==> src/rtl/writeback_arbiter_if.sv <==
`default_nettype none
// +----------------------------------------------------------------------------+
// | Module      : writeback_arbiter_if                                        |
// | Description : Bundle of ALU, long-latency, write-port and probe signals   |
// |               exchanged with the write-back arbiter.                      |
// | Revision    : 1.0                                                         |
// +----------------------------------------------------------------------------+
interface writeback_arbiter_if #(
  parameter int REGISTER_WIDTH = 32,
  parameter int FIFO_DEPTH     = 4
);
  // ALU result stream
  logic                          alu_valid;
  logic [4:0]                    alu_addr;
  logic [REGISTER_WIDTH-1:0]     alu_data;
  logic                          alu_is_float;
  logic                          alu_stall;
  // Long-latency result stream
  logic                          lu_valid;
  logic                          lu_ready;
  logic [4:0]                    lu_addr;
  logic [REGISTER_WIDTH-1:0]     lu_data;
  logic                          lu_is_float;
  // Register-file write port
  logic                          register_to_write_en;
  logic [4:0]                    register_to_write_addr;
  logic [REGISTER_WIDTH-1:0]     register_to_write_data;
  logic                          isFloat;
  // Hazard probe and occupancy
  logic [4:0]                    probe_addr;
  logic                          probe_is_float;
  logic                          probe_pending;
  logic [$clog2(FIFO_DEPTH):0]   fifo_count;

  // Producer / issue side
  modport master (
    output alu_valid, alu_addr, alu_data, alu_is_float,
    input  alu_stall,
    output lu_valid, lu_addr, lu_data, lu_is_float,
    input  lu_ready,
    input  register_to_write_en, register_to_write_addr, register_to_write_data, isFloat,
    output probe_addr, probe_is_float,
    input  probe_pending, fifo_count
  );

  // Arbiter side
  modport slave (
    input  alu_valid, alu_addr, alu_data, alu_is_float,
    output alu_stall,
    input  lu_valid, lu_addr, lu_data, lu_is_float,
    output lu_ready,
    output register_to_write_en, register_to_write_addr, register_to_write_data, isFloat,
    input  probe_addr, probe_is_float,
    output probe_pending, fifo_count
  );
endinterface
`default_nettype wire

==> src/rtl/writeback_arbiter.sv <==
`default_nettype none
// +----------------------------------------------------------------------------+
// | Module      : writeback_arbiter                                           |
// | Description : Merges the ALU stream with FIFO-buffered long-latency       |
// |               results onto one registered register-file write port, with  |
// |               starvation forcing and a pending-write hazard probe.        |
// | Revision    : 1.0                                                         |
// +----------------------------------------------------------------------------+
module writeback_arbiter #(
  parameter int REGISTER_WIDTH = 32,
  parameter int FIFO_DEPTH     = 4,
  parameter int STARVE_LIMIT   = 8
) (
  input  logic                clk,
  input  logic                resetn,
  writeback_arbiter_if.slave  bus
);

  localparam int c_PTR_W = $clog2(FIFO_DEPTH);
  localparam int c_CNT_W = c_PTR_W + 1;
  localparam int c_STV_W = $clog2(STARVE_LIMIT + 1);

  // FIFO storage (contents are meaningless outside the occupied window)
  logic [4:0]                fifo_addr_q  [FIFO_DEPTH];
  logic [REGISTER_WIDTH-1:0] fifo_data_q  [FIFO_DEPTH];
  logic                      fifo_float_q [FIFO_DEPTH];

  logic [c_PTR_W-1:0]        rd_ptr_q, rd_ptr_d;
  logic [c_PTR_W-1:0]        wr_ptr_q, wr_ptr_d;
  logic [c_CNT_W-1:0]        count_q, count_d;
  logic [c_STV_W-1:0]        starve_q, starve_d;

  logic                      wr_en_q, wr_en_d;
  logic [4:0]                wr_addr_q, wr_addr_d;
  logic [REGISTER_WIDTH-1:0] wr_data_q, wr_data_d;
  logic                      wr_float_q, wr_float_d;

  logic w_empty, w_force, w_pop, w_alu_win, w_lu_ready, w_push, w_probe_hit;

  // Grant decision and FIFO handshake
  always_comb begin
    w_empty    = (count_q == '0);
    w_force    = (starve_q == c_STV_W'(STARVE_LIMIT)) && !w_empty;
    w_pop      = w_force || (!bus.alu_valid && !w_empty);
    w_alu_win  = bus.alu_valid && !w_force;
    w_lu_ready = (count_q != c_CNT_W'(FIFO_DEPTH));
    // integer x0 results complete the handshake but are discarded
    w_push     = bus.lu_valid && w_lu_ready && !(!bus.lu_is_float && bus.lu_addr == 5'd0);
  end

  // Next state for the write port, pointers, occupancy and starve counter
  always_comb begin
    wr_en_d    = 1'b0;
    wr_addr_d  = wr_addr_q;
    wr_data_d  = wr_data_q;
    wr_float_d = wr_float_q;
    rd_ptr_d   = rd_ptr_q;
    wr_ptr_d   = wr_ptr_q;
    count_d    = count_q;
    starve_d   = starve_q;

    if (w_pop) begin
      wr_en_d    = 1'b1;
      wr_addr_d  = fifo_addr_q[rd_ptr_q];
      wr_data_d  = fifo_data_q[rd_ptr_q];
      wr_float_d = fifo_float_q[rd_ptr_q];
      rd_ptr_d   = rd_ptr_q + 1'b1;
    end else if (w_alu_win) begin
      wr_en_d    = !(!bus.alu_is_float && bus.alu_addr == 5'd0);
      wr_addr_d  = bus.alu_addr;
      wr_data_d  = bus.alu_data;
      wr_float_d = bus.alu_is_float;
    end

    if (w_push) begin
      wr_ptr_d = wr_ptr_q + 1'b1;
    end

    case ({w_push, w_pop})
      2'b10:   count_d = count_q + 1'b1;
      2'b01:   count_d = count_q - 1'b1;
      default: count_d = count_q;
    endcase

    if (w_pop || w_empty) begin
      starve_d = '0;
    end else if (w_alu_win && starve_q != c_STV_W'(STARVE_LIMIT)) begin
      starve_d = starve_q + 1'b1;
    end
  end

  // State registers; reset drops every queued entry at once
  always_ff @(posedge clk or negedge resetn) begin
    if (!resetn) begin
      rd_ptr_q   <= '0;
      wr_ptr_q   <= '0;
      count_q    <= '0;
      starve_q   <= '0;
      wr_en_q    <= 1'b0;
      wr_addr_q  <= '0;
      wr_data_q  <= '0;
      wr_float_q <= 1'b0;
    end else begin
      rd_ptr_q   <= rd_ptr_d;
      wr_ptr_q   <= wr_ptr_d;
      count_q    <= count_d;
      starve_q   <= starve_d;
      wr_en_q    <= wr_en_d;
      wr_addr_q  <= wr_addr_d;
      wr_data_q  <= wr_data_d;
      wr_float_q <= wr_float_d;
    end
  end

  // FIFO payload write at the tail
  always_ff @(posedge clk) begin
    if (w_push) begin
      fifo_addr_q[wr_ptr_q]  <= bus.lu_addr;
      fifo_data_q[wr_ptr_q]  <= bus.lu_data;
      fifo_float_q[wr_ptr_q] <= bus.lu_is_float;
    end
  end

  // Hazard probe over occupied FIFO slots and the live output register
  always_comb begin
    logic [c_PTR_W-1:0] w_offset;
    w_probe_hit = 1'b0;
    w_offset    = '0;
    for (int i = 0; i < FIFO_DEPTH; i++) begin
      w_offset = c_PTR_W'(i) - rd_ptr_q;
      if ({1'b0, w_offset} < count_q &&
          fifo_addr_q[i] == bus.probe_addr &&
          fifo_float_q[i] == bus.probe_is_float) begin
        w_probe_hit = 1'b1;
      end
    end
    if (wr_en_q && wr_addr_q == bus.probe_addr && wr_float_q == bus.probe_is_float) begin
      w_probe_hit = 1'b1;
    end
    if (!bus.probe_is_float && bus.probe_addr == 5'd0) begin
      w_probe_hit = 1'b0;
    end
  end

  assign bus.alu_stall              = bus.alu_valid && w_force;
  assign bus.lu_ready               = w_lu_ready;
  assign bus.register_to_write_en   = wr_en_q;
  assign bus.register_to_write_addr = wr_addr_q;
  assign bus.register_to_write_data = wr_data_q;
  assign bus.isFloat                = wr_float_q;
  assign bus.probe_pending          = w_probe_hit;
  assign bus.fifo_count             = count_q;

endmodule
`default_nettype wire

==> src/flat_wrapper.sv <==
// flat-port wrapper written by rule: the top's interface ports become plain ports
module writeback_arbiter_flat 
#(
  parameter int REGISTER_WIDTH = 32,
  parameter int FIFO_DEPTH     = 4,
  parameter int STARVE_LIMIT   = 8
)
  (clk, resetn, bus_alu_valid, bus_alu_addr, bus_alu_data, bus_alu_is_float, bus_alu_stall, bus_lu_valid, bus_lu_addr, bus_lu_data, bus_lu_is_float, bus_lu_ready, bus_register_to_write_en, bus_register_to_write_addr, bus_register_to_write_data, bus_isFloat, bus_probe_addr, bus_probe_is_float, bus_probe_pending, bus_fifo_count);
  writeback_arbiter_if #(.REGISTER_WIDTH(REGISTER_WIDTH), .FIFO_DEPTH(FIFO_DEPTH)) bus_i ();
  input  logic clk;
  input  logic resetn;
  input wire logic [$bits(bus_i.alu_valid)-1:0] bus_alu_valid;
  input wire logic [$bits(bus_i.alu_addr)-1:0] bus_alu_addr;
  input wire logic [$bits(bus_i.alu_data)-1:0] bus_alu_data;
  input wire logic [$bits(bus_i.alu_is_float)-1:0] bus_alu_is_float;
  output wire logic [$bits(bus_i.alu_stall)-1:0] bus_alu_stall;
  input wire logic [$bits(bus_i.lu_valid)-1:0] bus_lu_valid;
  input wire logic [$bits(bus_i.lu_addr)-1:0] bus_lu_addr;
  input wire logic [$bits(bus_i.lu_data)-1:0] bus_lu_data;
  input wire logic [$bits(bus_i.lu_is_float)-1:0] bus_lu_is_float;
  output wire logic [$bits(bus_i.lu_ready)-1:0] bus_lu_ready;
  output wire logic [$bits(bus_i.register_to_write_en)-1:0] bus_register_to_write_en;
  output wire logic [$bits(bus_i.register_to_write_addr)-1:0] bus_register_to_write_addr;
  output wire logic [$bits(bus_i.register_to_write_data)-1:0] bus_register_to_write_data;
  output wire logic [$bits(bus_i.isFloat)-1:0] bus_isFloat;
  input wire logic [$bits(bus_i.probe_addr)-1:0] bus_probe_addr;
  input wire logic [$bits(bus_i.probe_is_float)-1:0] bus_probe_is_float;
  output wire logic [$bits(bus_i.probe_pending)-1:0] bus_probe_pending;
  output wire logic [$bits(bus_i.fifo_count)-1:0] bus_fifo_count;
  assign bus_i.alu_valid = bus_alu_valid;
  assign bus_i.alu_addr = bus_alu_addr;
  assign bus_i.alu_data = bus_alu_data;
  assign bus_i.alu_is_float = bus_alu_is_float;
  assign bus_alu_stall = bus_i.alu_stall;
  assign bus_i.lu_valid = bus_lu_valid;
  assign bus_i.lu_addr = bus_lu_addr;
  assign bus_i.lu_data = bus_lu_data;
  assign bus_i.lu_is_float = bus_lu_is_float;
  assign bus_lu_ready = bus_i.lu_ready;
  assign bus_register_to_write_en = bus_i.register_to_write_en;
  assign bus_register_to_write_addr = bus_i.register_to_write_addr;
  assign bus_register_to_write_data = bus_i.register_to_write_data;
  assign bus_isFloat = bus_i.isFloat;
  assign bus_i.probe_addr = bus_probe_addr;
  assign bus_i.probe_is_float = bus_probe_is_float;
  assign bus_probe_pending = bus_i.probe_pending;
  assign bus_fifo_count = bus_i.fifo_count;
  writeback_arbiter #(.REGISTER_WIDTH(REGISTER_WIDTH), .FIFO_DEPTH(FIFO_DEPTH), .STARVE_LIMIT(STARVE_LIMIT)) u_core (.clk(clk), .resetn(resetn), .bus(bus_i));
endmodule
==> config.mk <==
export PLATFORM = sky130hd
export DESIGN_NAME = writeback_arbiter_flat
export DESIGN_NICKNAME = d
export VERILOG_FILES = /design/src/rtl/writeback_arbiter_if.sv /design/src/rtl/writeback_arbiter.sv /design/src/flat_wrapper.sv
export SDC_FILE = /design/constraint.sdc
export NUM_CORES = 1
export LEC_CHECK = 0
export ABC_AREA = 1
export ABC_CLOCK_PERIOD_IN_PS = 3100
export CAP_MARGIN = 5
export CORE_ASPECT_RATIO = 1.2
export CORE_MARGIN = 2
export CORE_UTILIZATION = 56
export CTS_BUF_LIST = sky130_fd_sc_hd__clkbuf_8
export DETAILED_ROUTE_END_ITERATION = 10
export PLACE_DENSITY_LB_ADDON = 0.05
export SLEW_MARGIN = 20
export SYNTH_ARGS = -nofsm -noshare
export SYNTH_HDL_FRONTEND = slang
export SYNTH_SLANG_ARGS = --single-unit
==> constraint.sdc <==
create_clock -name clk -period 3.1 [get_ports clk]
set_input_delay 0.31 -clock clk [delete_from_list [all_inputs] [get_ports clk]]
set_output_delay 0.31 -clock clk [all_outputs]
set_load 0.02 [all_outputs]
==> results.md, run 1 <==
- First-pass GRT wire length: between 30 and 40 mm
- Vias in the first global route: 6501
- Total Power: about 9.6 mW
- Num CTS Buffers: 29
- Initial DRC count: about 390
- CP Max Fanout: 5
- Slew HR: a little over two fifths
- Comb pwr share: ~37%
- PortBufs: 130
- # diodes: 0
- PD cells: 898 nW/um^2
- Antenna viol nets, final: 0
- Arrival @ worst endpoint: 2480 ps
- Switching share of total power: 37.2%
- Via density: 5.42
- Leak Pwr: around 4.1 nW
- EDFF count, synth: 152
- Slew @ Worst Pin: approximately 860 ps
- Synth cell types: 28
- RSZ-0062 raised after global routing: false
- Endpoint class of the critical path: output port
- Post-layout minimum cycle time: 2790 ps
- Setup Viol. Count Final: 0
- Drt wl/cell: 18.9 um
- Initial core utilization: 57.1%
- Clock power share: 20.6%
- FP Rows: 49
- # DRC: 0
- Clock-pin transition on the worst setup and hold timing paths: 80 ps
- Detailed placement HPWL: between 10 and 15 mm
- Most used cell, CP: nand2_1
- Total core area: 15000 um^2
- Worst path slowest cell: dfrtp_1
- Crit Path Category: register to output port
- # nets final: 1014
- Outcome: complete, no violations
- R2R Setup Slk: 550 ps
- CP startpoint: u_core.rd_ptr_q[0]
- Pint: 6.02 mW
- Final wirelength: 21.5 mm
- Clock Skews: 16.9 ps
- Post-synthesis cell area: 8580 um^2
- Ports: between 100 and 150
- Largest net degree at the start of global routing: 82
- Die area: 16300 um^2
- Setup Buffers After CTS: 0
- Max Freq: 0.358 GHz
- GRT Total Usage: 26.9%
- Setup crit start kind: register
- GR Overflow Total: 0
- WP data required: 2790 ps
- Ys Warns: 0
- Final Hold Viols: 0
- Fillers: 1093
- Slew Limit Fails: 0
- Hold slack final: 242 ps
- CTS tree: built
- Gpl congestion: 0.876
- Post-synthesis register bit count: 202
- NetSw: 3.56 mW
- Peak supply drop: 553 uV
- Min-delay worst type: input port to asynchronous set/reset pin
- R2R Path Start: u_core.starve_q[0]
- Max Cap Viol: 0
- Initial antenna violation count: 0
- Mean Syn Cell Area: 11.0 um^2
- Die W: about 120 um
- Die height: ~140 um
- R2R cell count: 9
- Clk_lat worst skew: between 500 and 600 ps
- Seq pwr share: 42.0%
- Syn Nets: 876
- H-tree depth: 1
- Drt first pass iters: 4
- Area Growth Syn to Fin: 24.3%
- Dominant synthesized flop cell: edfxtp_1
- CTS Sinks: approximately 200
- CTS Root Cell: clkbuf_8
- Final Cycle Share: 90.1%
- Cells after Synth: about 800
- CTS max path bufs: 3
- Fraction of layout cells with a size suffix above 1: 7.88%
- Ys async rst share: 24.8%
- Critical path's largest stage delay: 480 ps
- End of the critical path: bus_probe_pending
- RR Endpoint: u_core.bus.register_to_write_data[30]
- Seq/Total Area, Yosys: 67.8%
- Worst-path cell chain: nand2_1 > inv_2 > nor2_1 > inv_1 > ha_1 > nand2_1 > nand2_1 > nand2_1 > nand4_1 > nand3_1 > nor2_1 > nor2_1 > dlygate4sd2_1
- Routed via count: 6191
-- worst max-delay path, delay by kind of cell, from the launching register on --
family	cells	cell delay, ps
adder cells (fa/ha/maj)	1	290
buffers and inverters	3	450
flip-flops	1	480
AND/OR/NAND/NOR	9	740
-- sequential cells by signal, indices dropped and copies added (netlist names) --
name	cells
u_core.bus.fifo_count	3
u_core.bus.isFloat	1
u_core.bus.register_to_write_addr	5
u_core.bus.register_to_write_data	32
u_core.bus.register_to_write_en	1
u_core.fifo_addr_q	20
u_core.fifo_data_q	128
u_core.fifo_float_q	4
u_core.rd_ptr_q	2
u_core.starve_q	4
u_core.wr_ptr_q	2
-- metrics by stage --
stage / TNS (ps) / cells / setup WS (ps) / instance area (um^2) / utilization [%]
floorplan: -6420 / 778 / -42.2 / 8580 / -
detailed placement: 0 / 1088 / 486 / 10100 / 67.2
global route: 0 / 1143 / 103 / 10700 / 71.0
finish: 0 / 1143 / 308 / 10700 / 71.0
CTS: 0 / 1143 / 257 / 10700 / 71.0
global placement: 0 / 1088 / 467 / 10100 / 67.2
-- power groups by stage --
| stage | registers [mW] | clock network [mW] | logic [mW] |
|---|---|---|---|
| global route | 4.09 | 2.14 | 3.91 |
| global placement | 4.04 | 0 | 3.51 |
| detailed placement | 4.07 | 0 | 3.61 |
| CTS | 4.02 | 2.02 | 3.63 |
| floorplan | 4.35 | 0 | 1.79 |
| finish | 4.03 | 1.97 | 3.58 |
-- placed cells by master, fill, tap and decap left out, types with 2 or more instances in the layout --
cell	n
nor2_4	7
o22ai_1	2
buf_4	17
dfrtp_1	49
a21oi_1	32
xor2_1	4
clkinv_2	3
or2_1	5
o211ai_1	6
clkbuf_8	35
inv_1	44
clkdlybuf4s50_1	128
ha_1	11
clkinv_1	9
nand2_1	220
inv_2	6
nor2_1	53
nor3_1	2
o21ai_1	35
xnor2_1	20
edfxtp_1	152
o21ai_0	7
nand4_1	42
nand3_1	39
-- metal layers --
layer  routed length [um]  share of wire, %  GRT usage, %
met1                 8780                41          35.1
met3                 1170               5.4          3.83
met2                11200                52          47.0
met4                  424               2.0          7.62
met5                    0                 0             0
-- cells by family after synthesis --
kind of cell | count (synthesis) | share of synthesized area (%)
simple gates | 373 | 18.5
fa+ha+maj | 12 | 1.84
buf+inv | 85 | 4.45
xor+xnor | 24 | 2.45
flops | 202 | 67.8
compound gates | 82 | 4.99
-- cell type report --
class	instances	area [um^2]	area share, %
inverters	44	165	1.55
multi-input cells	491	2440	22.8
clock inverters	19	78.8	0.739
flip-flops and latches	202	5820	54.5
well taps	204	255	2.39
repair buffers	148	1430	13.4
clock buffers	35	482	4.52
-- worst min-delay path by stage --
stage / start / endpoint / slack [ps]
floorplan: resetn / u_core.bus.fifo_count[0] / 10
global placement: resetn / u_core.rd_ptr_q[0] / 260
detailed placement: resetn / u_core.rd_ptr_q[0] / 270
CTS: resetn / u_core.bus.register_to_write_data[25] / 220
global route: resetn / u_core.bus.register_to_write_data[25] / 270
finish: resetn / u_core.bus.register_to_write_data[25] / 240
-- Yosys cell counts, types with 2 or more instances --
cell | instances | area, um^2
inv_1 | 38 | 143
o21ai_0 | 7 | 35.0
xor2_1 | 4 | 35.0
o21ai_1 | 35 | 175
a21oi_1 | 32 | 160
buf_2 | 20 | 100
buf_4 | 8 | 60.1
o211ai_1 | 6 | 45.0
dfrtp_1 | 50 | 1250
xnor2_1 | 20 | 175
or2_1 | 5 | 31.3
clkbuf_1 | 12 | 45.0
nor3_1 | 2 | 10.0
edfxtp_1 | 152 | 4560
nand3_1 | 39 | 195
o22ai_1 | 2 | 12.5
inv_2 | 6 | 22.5
nand4_1 | 42 | 263
nand2_1 | 220 | 826
ha_1 | 11 | 138
nor2_1 | 60 | 225
-- timing repair --
| action | CTS | global route |
|---|---|---|
| hold endpoints to repair | 16 | 0 |
| resized for setup | 2 | 0 |
| hold buffers | 1 | 0 |
| setup endpoints to repair | 1 | 0 |
Power figures use the tool's default switching activity.
==> run 2: changes to the inputs <==
--- a/config.mk
+++ b/config.mk
@@ -8,9 +8,11 @@
 export ABC_AREA = 1
 export ABC_CLOCK_PERIOD_IN_PS = 3100
 export CAP_MARGIN = 5
+export CELL_PAD_IN_SITES_DETAIL_PLACEMENT = 1
+export CELL_PAD_IN_SITES_GLOBAL_PLACEMENT = 1
 export CORE_ASPECT_RATIO = 1.2
 export CORE_MARGIN = 2
-export CORE_UTILIZATION = 56
+export CORE_UTILIZATION = 44
 export CTS_BUF_LIST = sky130_fd_sc_hd__clkbuf_8
 export DETAILED_ROUTE_END_ITERATION = 10
 export PLACE_DENSITY_LB_ADDON = 0.05
==> run 2 against run 1 <==
  * Critical path depth stayed put
  * Via count is 1.1% higher
  * Sequential share of layout area is 0.54 points lower
  * Sequential cell count stayed put
  * Die area is 26% higher
  * Clock power is 4% higher
  * Cell area is 1.0% higher
  * First-iteration DRC count is 9.2% lower
  * Register-to-register slack better by 120 ps
  * Clock skew is 4.6 ps lower
  * Critical path type unchanged
  * Largest power group unchanged
==> results.md, run 2 (synthesis gave the netlist of run 1 again) <==
- Die height: 157 um (was 140 um)
- Slew Limit Fails: 0 (unchanged)
- Max FFs per register: 128 (unchanged)
- Routed via count: 6257 (was 6191)
- Max Cap Viol: 0 (unchanged)
- Max Freq: 0.355 GHz (was 0.358 GHz)
- Pint: 6.07 mW (was 6.02 mW)
- CTS Root Cell: clkbuf_8 (unchanged)
- Final Cycle Share: 90.8% (was 90.1%)
- Seq pwr share: 41.3% (was 42.0%)
- GRT Total Usage: 23.7% (was 26.9%)
- PD cells: 908 nW/um^2 (was 898 nW/um^2)
- Most frequent cells in the layout: 220 x nand2_1, 152 x edfxtp_1, 128 x clkdlybuf4s50_1 (unchanged)
- WP data required: 2790 ps (about the same)
- CTS max path bufs: 3 (unchanged)
- # diodes: 0 (unchanged)
- Most common cell after layout, fill and taps aside: nand2_1 (unchanged)
- CP Max Fanout: 5 (unchanged)
- Final worst slack: 285 ps (was 308 ps)
- Slew @ Worst Pin: 799 ps (was 863 ps)
- Peak supply drop: 532 uV (was 553 uV)
- Detailed placement HPWL: 16.3 mm (was 13.6 mm)
- Comb pwr share: 37.7% (was 37.4%)
- Antenna viol nets, final: 0 (unchanged)
- Fraction of layout cells with a size suffix above 1: 8.47% (was 7.88%)
- Die W: 131 um (was 117 um)
- PortBufs: 130 (unchanged)
- NetSw: 3.72 mW (was 3.56 mW)
- Clock-pin transition on the worst setup and hold timing paths: 60 ps (was 80 ps)
- Outcome: complete, no violations (unchanged)
- Setup TNS: 0 ps (unchanged)
- Vias in the first global route: 7063 (was 6501)
- Final wirelength: 24.2 mm (was 21.5 mm)
- Drt first pass iters: 4 (unchanged)
- Clock power share: 21.0% (was 20.6%)
- Final Hold Viols: 0 (unchanged)
- Area Growth Syn to Fin: 25.6% (was 24.3%)
- Initial antenna violation count: 0 (unchanged)
- Clock Skews: 12.3 ps (was 16.9 ps)
- Die area: 20600 um^2 (was 16300 um^2)
- Total core area: 19000 um^2 (was 15000 um^2)
- Endpoint class of the critical path: output port (unchanged)
- Switching share of total power: 38.0% (was 37.2%)
- Most flops, register: u_core.fifo_data_q (unchanged)
- Initial core utilization: 45.2% (was 57.1%)
- Leak Pwr: 4.14 nW (was 4.07 nW)
- Setup Viol. Count Final: 0 (unchanged)
- Area of the multi-input gates: 2440 um^2 (unchanged)
- First-pass GRT wire length: 37.8 mm (was 33.5 mm)
- Arrival @ worst endpoint: 2500 ps (was 2480 ps)
- Ports: 131 (unchanged)
- # nets final: 1019 (was 1014)
- Largest net degree at the start of global routing: 48 (was 82)
- Clk_lat worst skew: 560 ps (was 540 ps)
- Post-layout minimum cycle time: 2810 ps (was 2790 ps)
- RSZ-0062 raised after global routing: false (unchanged)
- Setup Buffers After CTS: 0 (unchanged)
- H-tree depth: 1 (unchanged)
- CTS Sinks: 202 (unchanged)
- Seq. cell area: 5820 um^2 (unchanged)
- Pre-CTS WS: 505 ps (was 486 ps)
- Gpl congestion: 0.904 (was 0.876)
- Via density: 5.21 (was 5.42)
- Slew HR: 46.7% (was 42.4%)
- GR Overflow Total: 0 (unchanged)
- Drt wl/cell: 20.2 um (was 18.9 um)
- Min-delay worst type: input port to asynchronous set/reset pin (unchanged)
- # DRC: 0 (unchanged)
- CTS tree: built (unchanged)
- FP Rows: 55 (was 49)
- Num CTS Buffers: 31 (was 29)
- Crit Path Category: register to output port (unchanged)
- Fillers: 2021 (was 1093)
- Setup crit start kind: register (unchanged)
- Initial DRC count: 356 (was 392)
==> run 2: cell count changes in the layout (fill, tap and decap cells not counted), sizes merged <==
cell	delta
clkinv	-6
clkinvlp	-1
clkbuf	+1
inv	+8
buf	+3
==> run 2: worst max-delay path, stage by stage (launching register included) <==
cell	delay (ps)
dfrtp_1	480
nand2_1	130
inv_2	40
nor2_1	120
inv_1	90
ha_1	270
nand2_1	80
nand2_1	50
nand2_1	80
nand4_1	90
nand3_1	90
nor2_1	40
nor2_1	70
dlygate4sd2_1	330
==> run 2: through the flow <==
step / utilization (%) / cell area [um^2] / total power [mW] / cells / hold slack [ps]
floorplan: - / 8580 / 6.14 / 778 / 14.4
global placement: 53.6 / 10200 / 7.66 / 1143 / 469
detailed placement: 53.6 / 10200 / 7.83 / 1143 / 486
CTS: 56.7 / 10800 / 9.90 / 1200 / 366
global route: 56.7 / 10800 / 10.4 / 1200 / 357
finish: 56.7 / 10800 / 9.78 / 1200 / 317
==> run 2: layout make-up <==
class | instances | share of cell area, %
well taps | 256 | 2.97
clock inverters | 20 | 0.766
inverters | 44 | 1.53
multi-input cells | 491 | 22.6
clock buffers | 36 | 4.60
repair buffers | 151 | 13.5
flip-flops and latches | 202 | 54.0
==> run 2: worst paths after layout <==
| path | start | to | cells past startpoint | slack [ps] |
|---|---|---|---|---|
| worst max-delay path | u_core.rd_ptr_q[0] | bus_probe_pending | 13 | 290 |
| worst min-delay path | resetn | u_core.bus.fifo_count[0] | 2 | 320 |
| worst max register to register | u_core.starve_q[0] | u_core.starve_q[2] | 9 | 670 |
| worst min register to register | u_core.starve_q[0] | u_core.starve_q[0] | 1 | 500 |
| max in group asynchronous | resetn | u_core.bus.register_to_write_data[7] | 3 | 2150 |
| min in group clk | bus_alu_data[28] | u_core.bus.register_to_write_data[28] | 3 | 390 |
==> run 2: routing by layer <==
layer  GRT usage (%)  wire length, um  part of all wire, %
met3            3.25             1150                  4.7
met1            27.2             9570                   40
met5               0                0                    0
met2            44.8            12800                   53
met4            9.11              628                  2.6
==> run 2: timing repair <==
action                                  4_1_cts  5_1_grt
hold buffers                                  1        0
endpoints found under the hold margin        38        0
endpoints found under the setup margin        1        0
resized for setup                             2        0
==> run 2: power groups by stage <==
stage | Clock, mW | Sequential (mW) | Combinational, mW
detailed placement | 0 | 4.09 | 3.73
global placement | 0 | 4.05 | 3.60
finish | 2.05 | 4.05 | 3.68
floorplan | 0 | 4.35 | 1.79
global route | 2.21 | 4.11 | 4.06
CTS | 2.10 | 4.05 | 3.75
==> run 3: changes to the inputs <==
--- a/config.mk
+++ b/config.mk
@@ -12,8 +12,7 @@
 export CELL_PAD_IN_SITES_GLOBAL_PLACEMENT = 1
 export CORE_ASPECT_RATIO = 1.2
 export CORE_MARGIN = 2
-export CORE_UTILIZATION = 44
-export CTS_BUF_LIST = sky130_fd_sc_hd__clkbuf_8
+export CORE_UTILIZATION = 43
 export DETAILED_ROUTE_END_ITERATION = 10
 export PLACE_DENSITY_LB_ADDON = 0.05
 export SLEW_MARGIN = 20
==> run 3 against run 2 <==
  * Global-route usage fell by 0.23 points
  * Sequential share of layout area fell by 0.48 points
  * Die area rose by 2.3%
  * Via count rose by 0.30%
  * Final cell count fell by 1.3%
  * Routed wire length rose by 0.20%
  * Highest routed layer unchanged
==> results.md, run 3 (synthesis gave the netlist of run 1 again) <==
- # DRC: 0 (unchanged)
- Clock-pin transition on the worst setup and hold timing paths: 60 ps (about the same)
- Core Util, Final: 55.6% (was 56.7%)
- Slew Limit Fails: 0 (unchanged)
- CP Max Fanout: 5 (unchanged)
- Final Hold Viols: 0 (unchanged)
- Die area: 21100 um^2 (was 20600 um^2)
- Outcome: complete, no violations (unchanged)
- RSZ-0062 raised after global routing: false (unchanged)
- Top Usage Layer GRT: met2 (unchanged)
- GR Util met2: 44.1% (was 44.8%)
- Initial DRC count: 296 (was 356)
- Fraction of layout cells with a size suffix above 1: 6.93% (was 8.47%)
- CTS max path bufs: 3 (unchanged)
- H-tree depth: 1 (unchanged)
- Post-DP Area: 10200 um^2 (about the same)
- Final Cycle Share: 86.4% (was 90.8%)
- Final wirelength: 24.2 mm (about the same)
- Crit Path Category: register to output port (unchanged)
- GRT Total Usage: 23.4% (was 23.7%)
- Detailed placement HPWL: 15.5 mm (was 16.3 mm)
- Via density: 5.30 (was 5.21)
- Min-delay worst type: input port to asynchronous set/reset pin (unchanged)
- # nets final: 1007 (was 1019)
- Clock Skews: 12.9 ps (was 12.3 ps)
- Total core area: 19500 um^2 (was 19000 um^2)
- Hold slack final: 430 ps (was 317 ps)
- Fillers: 2048 (was 2021)
- Arrival @ worst endpoint: 2370 ps (was 2500 ps)
- Gpl congestion: 0.847 (was 0.904)
- R2R Path Start: u_core.starve_q[0] (unchanged)
- Endpoint class of the critical path: output port (unchanged)
- Setup crit start kind: register (unchanged)
- CTS tree: built (unchanged)
- PD cells: 937 nW/um^2 (was 908 nW/um^2)
- R2R Setup Slk: 480 ps (was 670 ps)
- Vias in the first global route: 7096 (was 7063)
- Setup Buffers After CTS: 0 (unchanged)
- CTS Root Cell: clkbuf_16 (was clkbuf_8)
- Clk_lat worst skew: 500 ps (was 560 ps)
- GR Overflow Total: 0 (unchanged)
- Peak supply drop: 627 uV (was 532 uV)
- Drt first pass iters: 4 (unchanged)
- Slew HR: 39.8% (was 46.7%)
- Die W: 133 um (was 131 um)
- Antenna viol nets, final: 0 (unchanged)
- Final instance area: 10900 um^2 (was 10800 um^2)
- Most common cell after layout, fill and taps aside: nand2_1 (unchanged)
- Max Freq: 0.374 GHz (was 0.355 GHz)
- WP data required: 2790 ps (about the same)
- Max Cap Viol: 0 (unchanged)
- Pre-CTS WS: 389 ps (was 505 ps)
- Slew @ Worst Pin: 903 ps (was 799 ps)
- Final worst slack: 423 ps (was 285 ps)
- Post-layout minimum cycle time: 2680 ps (was 2810 ps)
- Max FFs per register: 128 (unchanged)
- PortBufs: 130 (unchanged)
- Area Growth Syn to Fin: 26.7% (was 25.6%)
- Most frequent cells in the layout: 220 x nand2_1, 152 x edfxtp_1, 128 x clkdlybuf4s50_1 (unchanged)
- CTS Sinks: 202 (unchanged)
- Routed via count: 6276 (was 6257)
- Met1 GRT Util: 27.9% (was 27.2%)
- RR Endpoint: u_core.bus.register_to_write_data[21] (was u_core.starve_q[2])
- Drt wl/cell: 20.5 um (was 20.2 um)
- Most flops, register: u_core.fifo_data_q (unchanged)
- Setup Viol. Count Final: 0 (unchanged)
- Ports: 131 (unchanged)
- Initial antenna violation count: 0 (unchanged)
- Die height: 159 um (was 157 um)
- R2R cell count: 9 (unchanged)
- Num CTS Buffers: 21 (was 31)
- Leak Pwr: 4.11 nW (was 4.14 nW)
- Initial core utilization: 43.9% (was 45.2%)
- Met3 usage: 2.97% (was 3.25%)
- FP Rows: 56 (was 55)
- Largest net degree at the start of global routing: 82 (was 48)
- Setup TNS: 0 ps (unchanged)
- First-pass GRT wire length: 38.6 mm (was 37.8 mm)
run 3: area by class of cell:
class / count / area, um^2 / area share [%]
antenna: 1 / 2.50 / 0.0230
clock buffer: 30 / 599 / 5.51
clock inverter: 7 / 80.1 / 0.737
inverter: 44 / 165 / 1.52
multi-input combinational: 491 / 2440 / 22.4
sequential: 202 / 5820 / 53.5
tap: 261 / 327 / 3.00
timing repair buffer: 149 / 1440 / 13.3
run 3: repair_timing:
action	in CTS	in global routing
hold buffers	1	0
hold endpoints to repair	27	0
setup endpoints to repair	1	1
gates resized for setup	1	1
run 3: worst max-delay path, stage by stage, from the launching register on:
cell	delay [ps]
dfrtp_1	480
nand2_1	130
inv_2	40
nor2_1	140
inv_1	90
ha_1	270
nand2_1	60
nand2_1	60
nand2_1	70
nand4_1	80
nand3_1	80
nor2_1	40
nor2_1	90
dlymetal6s2s_1	240
run 3: how the worst max path moves through the flow:
stage	startpoint	endpoint	slack [ps]	cells past startpoint
after global placement	bus_probe_addr[4]	bus_probe_pending	470	10
after CTS	u_core.rd_ptr_q[0]	bus_probe_pending	20	12
after global routing	u_core.rd_ptr_q[0]	bus_probe_pending	220	12
final	u_core.rd_ptr_q[0]	bus_probe_pending	420	13
after floorplan	u_core.bus.fifo_count[0]	u_core.fifo_addr_q[0][0]	-40	4
after detailed placement	bus_probe_addr[3]	bus_probe_pending	390	10
run 3: metrics by stage:
step / instances / total power, mW
after global placement: 1146 / 7.62
after CTS: 1184 / 10.3
after global routing: 1184 / 10.8
after detailed placement: 1146 / 7.77
final: 1185 / 10.2
after floorplan: 778 / 6.14
run 3: metal layers:
metal  vias up  part of all wire [%]
li1       2915                     -
met1      3170                    40
met2       152                    54
met3        39                   4.1
met4         0                   2.0
met5         -                     0
run 3: power by group:
| group | internal, mW | switching [mW] |
|---|---|---|
| clock | 1.50 | 0.996 |
| combinational | 1.33 | 2.31 |
| sequential | 3.67 | 0.373 |
| total | 6.50 | 3.68 |
